`src/rtl/pc_counter_stack_if.sv`:
```
// Controller-side bundle for the program counter: control/target inputs
// and the counter, stack-level and status outputs.
interface pc_counter_stack_if #(
   parameter int unsigned WIDTH = 5,
   parameter int unsigned DEPTH = 4
);
   localparam int unsigned LVLW = $clog2(DEPTH + 1);

   logic [WIDTH-1:0] cnt_in;
   logic             enab;
   logic             load;
   logic             call;
   logic             ret;
   logic [WIDTH-1:0] cnt_out;
   logic [LVLW-1:0]  sp_level;
   logic             full;
   logic             empty;
   logic             wrapped;
   logic             ovf_err;
   logic             unf_err;

   modport master (
      output cnt_in, enab, load, call, ret,
      input  cnt_out, sp_level, full, empty, wrapped, ovf_err, unf_err
   );

   modport slave (
      input  cnt_in, enab, load, call, ret,
      output cnt_out, sp_level, full, empty, wrapped, ovf_err, unf_err
   );
endinterface

```
`src/rtl/pc_counter_stack.sv`:
```
// Program counter with configurable step, call/return address stack,
// registered wrap pulse and sticky stack overflow/underflow flags.
module pc_counter_stack #(
   parameter int unsigned WIDTH = 5,
   parameter int unsigned DEPTH = 4,
   parameter int unsigned INC   = 1
) (
   input logic                clk,
   input logic                rst,
   pc_counter_stack_if.slave  bus
);
   localparam int unsigned LVLW = $clog2(DEPTH + 1);

   logic [WIDTH-1:0] pc;
   logic [LVLW-1:0]  lvl;
   logic             wrap_q;
   logic             ovf_q;
   logic             unf_q;
   logic [WIDTH-1:0] stack [DEPTH];
   logic [WIDTH:0]   sum;
   logic [WIDTH-1:0] top;
   logic             full;
   logic             empty;

   // Extra carry bit captures the modulo-2^WIDTH wrap of the increment.
   assign sum   = {1'b0, pc} + (WIDTH + 1)'(INC);
   assign full  = (lvl == LVLW'(DEPTH));
   assign empty = (lvl == '0);

   // Entry selection by comparison keeps index widths exact for any DEPTH.
   always_comb begin
      top = '0;
      for (int unsigned i = 0; i < DEPTH; i++) begin
         if (lvl == LVLW'(i + 1)) top = stack[i];
      end
   end

   always_ff @(posedge clk) begin
      if (rst) begin
         pc     <= '0;
         lvl    <= '0;
         wrap_q <= 1'b0;
         ovf_q  <= 1'b0;
         unf_q  <= 1'b0;
      end else begin
         wrap_q <= 1'b0;
         if (bus.ret) begin
            if (!empty) begin
               pc  <= top;
               lvl <= lvl - LVLW'(1);
            end else begin
               unf_q <= 1'b1;
            end
         end else if (bus.call) begin
            if (!full) begin
               pc  <= bus.cnt_in;
               lvl <= lvl + LVLW'(1);
            end else begin
               ovf_q <= 1'b1;
            end
         end else if (bus.load) begin
            pc <= bus.cnt_in;
         end else if (bus.enab) begin
            pc     <= sum[WIDTH-1:0];
            wrap_q <= sum[WIDTH];
         end
      end
   end

   // Stack storage has no reset; contents are only meaningful below lvl.
   always_ff @(posedge clk) begin
      if (!rst && !bus.ret && bus.call && !full) begin
         for (int unsigned i = 0; i < DEPTH; i++) begin
            if (lvl == LVLW'(i)) stack[i] <= sum[WIDTH-1:0];
         end
      end
   end

   assign bus.cnt_out  = pc;
   assign bus.sp_level = lvl;
   assign bus.full     = full;
   assign bus.empty    = empty;
   assign bus.wrapped  = wrap_q;
   assign bus.ovf_err  = ovf_q;
   assign bus.unf_err  = unf_q;
endmodule

```
`src/flat_wrapper.sv`:
```
// flat-port wrapper written by rule: the top's interface ports become plain ports
module pc_counter_stack_flat 
#(
   parameter int unsigned WIDTH = 5,
   parameter int unsigned DEPTH = 4,
   parameter int unsigned INC   = 1
)
  (clk, rst, bus_cnt_in, bus_enab, bus_load, bus_call, bus_ret, bus_cnt_out, bus_sp_level, bus_full, bus_empty, bus_wrapped, bus_ovf_err, bus_unf_err);
  pc_counter_stack_if #(.WIDTH(WIDTH), .DEPTH(DEPTH)) bus_i ();
  input logic clk;
  input logic rst;
  input wire logic [$bits(bus_i.cnt_in)-1:0] bus_cnt_in;
  input wire logic [$bits(bus_i.enab)-1:0] bus_enab;
  input wire logic [$bits(bus_i.load)-1:0] bus_load;
  input wire logic [$bits(bus_i.call)-1:0] bus_call;
  input wire logic [$bits(bus_i.ret)-1:0] bus_ret;
  output wire logic [$bits(bus_i.cnt_out)-1:0] bus_cnt_out;
  output wire logic [$bits(bus_i.sp_level)-1:0] bus_sp_level;
  output wire logic [$bits(bus_i.full)-1:0] bus_full;
  output wire logic [$bits(bus_i.empty)-1:0] bus_empty;
  output wire logic [$bits(bus_i.wrapped)-1:0] bus_wrapped;
  output wire logic [$bits(bus_i.ovf_err)-1:0] bus_ovf_err;
  output wire logic [$bits(bus_i.unf_err)-1:0] bus_unf_err;
  assign bus_i.cnt_in = bus_cnt_in;
  assign bus_i.enab = bus_enab;
  assign bus_i.load = bus_load;
  assign bus_i.call = bus_call;
  assign bus_i.ret = bus_ret;
  assign bus_cnt_out = bus_i.cnt_out;
  assign bus_sp_level = bus_i.sp_level;
  assign bus_full = bus_i.full;
  assign bus_empty = bus_i.empty;
  assign bus_wrapped = bus_i.wrapped;
  assign bus_ovf_err = bus_i.ovf_err;
  assign bus_unf_err = bus_i.unf_err;
  pc_counter_stack #(.WIDTH(WIDTH), .DEPTH(DEPTH), .INC(INC)) u_core (.clk(clk), .rst(rst), .bus(bus_i));
endmodule
```
`config.mk`:
```
export PLATFORM = sky130hd
export DESIGN_NAME = pc_counter_stack_flat
export DESIGN_NICKNAME = d
export VERILOG_FILES = /design/src/rtl/pc_counter_stack_if.sv /design/src/rtl/pc_counter_stack.sv /design/src/flat_wrapper.sv
export SDC_FILE = /design/constraint.sdc
export NUM_CORES = 1
export LEC_CHECK = 0
export ABC_AREA = 1
export CORE_MARGIN = 3
export CORE_UTILIZATION = 48
export DETAILED_ROUTE_END_ITERATION = 12
export PLACE_DENSITY = 0.75
export SETUP_SLACK_MARGIN = 0.2
export SYNTH_ARGS = -nofsm -noshare
export SYNTH_HDL_FRONTEND = slang
export SYNTH_SLANG_ARGS = --single-unit
export TNS_END_PERCENT = 50
```
`constraint.sdc`:
```
create_clock -name clk -period 1.9 [get_ports clk]
set_input_delay 0.38 -clock clk [delete_from_list [all_inputs] [get_ports clk]]
set_output_delay 0.38 -clock clk [all_outputs]
set_load 0.05 [all_outputs]
```
## After elaboration in Yosys (flattened, before gate mapping)

Memory sizes are Yosys's and may differ from the RTL's.
Index checks and enable logic that the tools add are counted.

- Add/sub/neg operators: 3
- Mux-type cells: 35
- Eq/ne operators: 7
- Reduce and logical (&&, ||, !) cells: 17
- Bitwise operators: 2

Operators with widths:

| cell | number |
|---|---|
| two-way mux 5 bit | 13 |
| OR reduction 5 bit | 4 |
| two-way mux 1 bit | 15 |
| two-way mux 3 bit | 4 |
| AND reduction 3 bit | 3 |
| adder 5 x 1 -> 6 bit (second input constant) | 1 |
| == test 3 x 2 -> 1 bit (second input constant) | 2 |
| two-way mux 2 bit | 3 |
| != test 2 bit (second input constant) | 2 |
| nonzero test 4 bit | 1 |
| adder 3 x 1 -> 3 bit (second input constant) | 1 |
| == test 3 x 1 -> 1 bit (second input constant) | 1 |
| == test 3 bit (second input constant) | 1 |
| logical AND 1 bit | 3 |
| zero test 1 bit | 3 |
| zero test 3 bit | 1 |
| != test 3 bit (second input constant) | 1 |
| subtractor 3 x 1 -> 3 bit (second input constant) | 1 |
| NOT 1 bit | 2 |
| AND reduction 2 bit | 1 |
| nonzero test 2 bit | 1 |

- Logic and storage cells: 70
- Memories kept: 1
- Bits in registers: 11
- Input port bits: 11
- Output and inout bits: 13
- Memory bits (writable): 20

Memories:

| memory | words | width | read ports | clocked after memory_dff | write ports | line | text |
|---|---|---|---|---|---|---|---|
| u_core.stack | 4 | 5 | 4 | 0 | 1 | pc_counter_stack.sv:19 | `logic [WIDTH-1:0] stack [DEPTH];` |

## Longest topological paths before layout

- Depth after elaboration: 10
- Depth in mapped cells: 10
- Depth with buffers taken out: 10

## Least setup slack after synthesis

No wires, ideal clock.

- Path kind: reg2reg
- Start: register u_core.lvl[0] (netlist: u_core.bus.sp_level[0])
- End: memory u_core.stack[0][0] (enable)
- Stages on the path, launching flop included: 7
- Arrival time: 1.875 ns
- Buffers on the path: 1
- Slack: -0.349 ns
- Data required time: 1.526 ns
- Path through: dfxtp_1 -> inv_1 -> ha_1 -> nand2_4 -> buf_6 -> nand4_1 -> nor3_1

- Cells in the longest elaborated chain, start to end: 9

Ends and longest elaborated chain:

| element | line | text |
|---|---|---|
| start, declared | pc_counter_stack.sv:15 | `logic [LVLW-1:0] lvl;` |
| start signal, assigned | pc_counter_stack.sv:50 | `lvl <= lvl - LVLW'(1);` |
| start signal, assigned | pc_counter_stack.sv:57 | `lvl <= lvl + LVLW'(1);` |
| == test 3 bit | pc_counter_stack.sv:27 | `assign full = (lvl == LVLW'(DEPTH));` |
| zero test 1 bit | -- |  |
| logical AND 1 bit | pc_counter_stack.sv:72 | `if (!rst && !bus.ret && bus.call && !full) begin` |
| two-way mux 1 bit | pc_counter_stack.sv:72 |  |
| two-way mux 1 bit (not written as such) | pc_counter_stack.sv:74 | `if (lvl == LVLW'(i)) stack[i] <= sum[WIDTH-1:0];` |
| OR reduction 5 bit (no line) | -- |  |
| two-way mux 2 bit (no line) / two-way mux 1 bit (equally long branches) (3 in a row) | -- |  |
| end, declared | pc_counter_stack.sv:19 |  |

Several ways; a longest one is shown, not always the timed one.

## Worst setup path after layout

- Start: register u_core.lvl[0] (netlist: u_core.bus.sp_level[0])
- End: output port bus_empty

- Cells in the longest elaborated chain, start to end: 1

Ends and longest elaborated chain:

| element | line | text |
|---|---|---|
| zero test 3 bit | pc_counter_stack.sv:28 | `assign empty = (lvl == '0);` |
| end, declared | flat_wrapper.sv:20 | `output wire logic [$bits(bus_i.empty)-1:0] bus_empty;` |

No other way between the ends.

==> results by group <==
Floorplanning
  • Placeable Area: 3203 um2
  • Die area: 4295 um2
  • Starting density of the core: 0.5313
  • Die Y: 65.54 um
  • IO Pins: 24
  • Row count: 20
  • Die X: 65.54 um

Final layout
  • Final Net Count: 261
  • Commonest non-fill, non-tap cell in the layout: nand2_1
  • Filler Cell Count: 277
  • Fin cells: 288
  • Commonest non-fill, non-tap cells in the layout: 61 x nand2_1, 29 x nor2_1, 23 x inv_1
  • Share of layout cells above drive strength 1: 0.2295
  • # diodes: 0
  • Area growth from synthesis to layout: 28.97%

Logic synthesis
  • Syn Std Cell Area: 1702 um2
  • Top-area cell type share of the netlist area: 0.3529
  • Synth Area per Inst: 8.220 um2
  • Synthesis-stage register bit count: 31
  • Library cells used by synthesis: 25
  • Synthesis warning total: 0
  • Yosys top cell by area: edfxtp_1
  • Ys flop type: edfxtp_1
  • Post-synth EDFFs: 20
  • Register area share after synthesis: 0.4824
  • Gate Count Post-Synth: 207
  • Area contributors post-synth: edfxtp_1 35%, nand2_1 13%, dfxtp_1 13%, nor2_1 6.6%, inv_1 5.7%
  • Post-Syn Nets: 225
  • FFs w/ async S/R, synth: 0

Worst setup path
  • Crit path largest cell delay: 0.37 ns
  • Setup crit start kind: register
  • Crit end category: primary output
  • Crit Path Category: reg2out
  • Critical Path Most Common Cell: inv_4
  • CP max-delay cell: dfxtp_4
  • WP data required: 1.52 ns
  • Crit Path Max Fanout: 4
  • CP Cell Sequence: inv_4, ha_4, inv_4, nor2_4, buf_12
  • Arrival time of the worst setup path: 1.29 ns

Run status
  • Outcome: complete, no violations

Route
  • Starting DRC count in detailed routing: 75
  • Vias post-DR: 1393
  • Number of routed nets with antenna violations: 0
  • Via/cell ratio: 4.837
  • Residual DRC: 0
  • Final wirelength: 3492 um
  • Avg WL per Cell: 12.13 um
  • Initial DRT Pass Iterations: 4

Timing
  • Clock Skew: 0.008998 ns
  • Final period util: 0.8769
  • Max Fclk: 0.6002 GHz
  • Final hold violation count: 0
  • Slew @ Worst Pin: 0.5015 ns
  • RSZ-0062 raised after global routing: yes
  • Relative slew slack: 0.6670
  • Setup TNS: 0 ns
  • Final Slew Violations: 0
  • Setup WS post-layout: 0.2339 ns
  • Final setup fails: 0
  • Min cycle time layout: 1.666 ns
  • Worst hold slack: 0.4519 ns

Power and ir drop
  • Clock power share: 0.242
  • Cell Pwr Density: 1027 nW/um2
  • Sequential share of power: 0.383
  • Leak: 0.0009530 uW
  • Internal: 1422 uW
  • VDD IR max: 791.4 uV
  • Gate power share: 0.375
  • Switching Power: 833.2 uW
  • Switching Share: 0.3695

Clock network
  • Worst-path clk slew: 0.10 ns
  • H-Tree Level Count: 2
  • Clock Sinks: 31
  • CTS tree: done
  • Total CTS buffers: 5
  • Clock root cell: clkbuf_4
  • Clk Latency, worst-skew pair: 0.34 ns
  • CTS max path bufs: 2

Global routing
  • Largest net degree at the start of global routing: 14
  • Initial antenna violation count: 0
  • Global route overflow: 0
  • Total GRT Usage: 0.1876
  • Vias in the first global route: 1379
  • First-pass GRT wire length: 6078 um

Run
  • Max-cap viol count: 0

Place
  • Gp weighted congestion: 0.8209
  • Detailed Place HPWL: 2614 um
  • I/O Buffers: 23
  • Pre-CTS WS: 0.007325 ns
  • Placed cells: 277

Worst hold path
  • Worst hold-check path type: reg2reg
power by group through the flow:
stage          Sequential [uW]  Combinational [uW]  Clock [uW]
3_3_place_gp               879                 801           0
3_5_place_dp               879                 810           0
2_1_floorplan              995                 452           0
6_report                   863                 846         545
4_1_cts                    862                 832         554
5_1_grt                    874                 930         590
cell families after synthesis:
kind of cell,after synthesis,share of synthesized area
xor gates and xnor gates,1,0.005148
buffers and inverters,34,0.09191
AOI/OAI and AO/OA,20,0.07205
adders and majority gates,7,0.05147
and+or+nand+nor,114,0.2971
DFF,31,0.4824
metal layers:
metal,up-vias,share of wire,global-route usage
met5,-,0,0
met4,0,0.0060,0.09326
met3,2,0.054,0.04103
met2,31,0.50,0.2971
met1,624,0.44,0.2413
li1,736,-,-
worst max-delay path: cells and delay by family (launching register included):
kind                       cells  cell delay [ns]
buffers and inverters          3             0.27
adders and majority gates      1             0.18
and+or+nand+nor                1             0.13
DFF                            1             0.37
layout make-up:
cell class              instances  area (um2)  area share
repair buffers                 33       314.1      0.1431
clock buffers                   6       51.30     0.02338
inverters                      30       127.6     0.05815
well taps                      44       55.05     0.02509
clock inverters                 2       35.03     0.01596
multi-input cells             142       782.0      0.3563
flip-flops and latches         31       829.5      0.3780
final timing paths:
| check | startpoint | end | slack, ns | cells after the start |
|---|---|---|---|---|
| worst max-delay path | u_core.bus.sp_level[0] | bus_empty | 0.23 | 5 |
| worst min-delay path | u_core.bus.unf_err | u_core.bus.unf_err | 0.45 | 2 |
| worst max register to register | u_core.bus.sp_level[1] | u_core.stack[0][2] | 0.28 | 6 |
| worst min register to register | u_core.bus.unf_err | u_core.bus.unf_err | 0.45 | 2 |
cells in the mapped netlist (4+ instances only):
cell type and count:
dfxtp_1 11, nor2_1 30, inv_1 26, o21ai_0 7, nand2_1 61, a21oi_2 5, ha_1 7, nand3_1 8
a21oi_1 7, nor3_1 4, edfxtp_1 20
registers in the layout (all words and copies together), names as in the netlist:
register / flops
u_core.stack: 20
u_core.bus.cnt_out: 5
u_core.bus.sp_level: 3
u_core.bus.ovf_err: 1
u_core.bus.unf_err: 1
u_core.bus.wrapped: 1
metrics by stage:
| step | total power (uW) | cell area (um2) | utilization |
|---|---|---|---|
| finish | 2255 | 2195 | 0.6852 |
| global route | 2394 | 2195 | 0.6852 |
| global placement | 1680 | 2073 | 0.6473 |
| detailed placement | 1689 | 2073 | 0.6473 |
| CTS | 2248 | 2171 | 0.6777 |
| floorplan | 1447 | 1764 | - |
repair_timing:
action                                  in CTS  in global routing
hold buffers                                 0                  0
setup buffers                                2                  1
endpoints found under the setup margin      10                  6
pin swaps                                    2                  2
resized for setup                            3                  5
(Power assumes the default switching activity.)
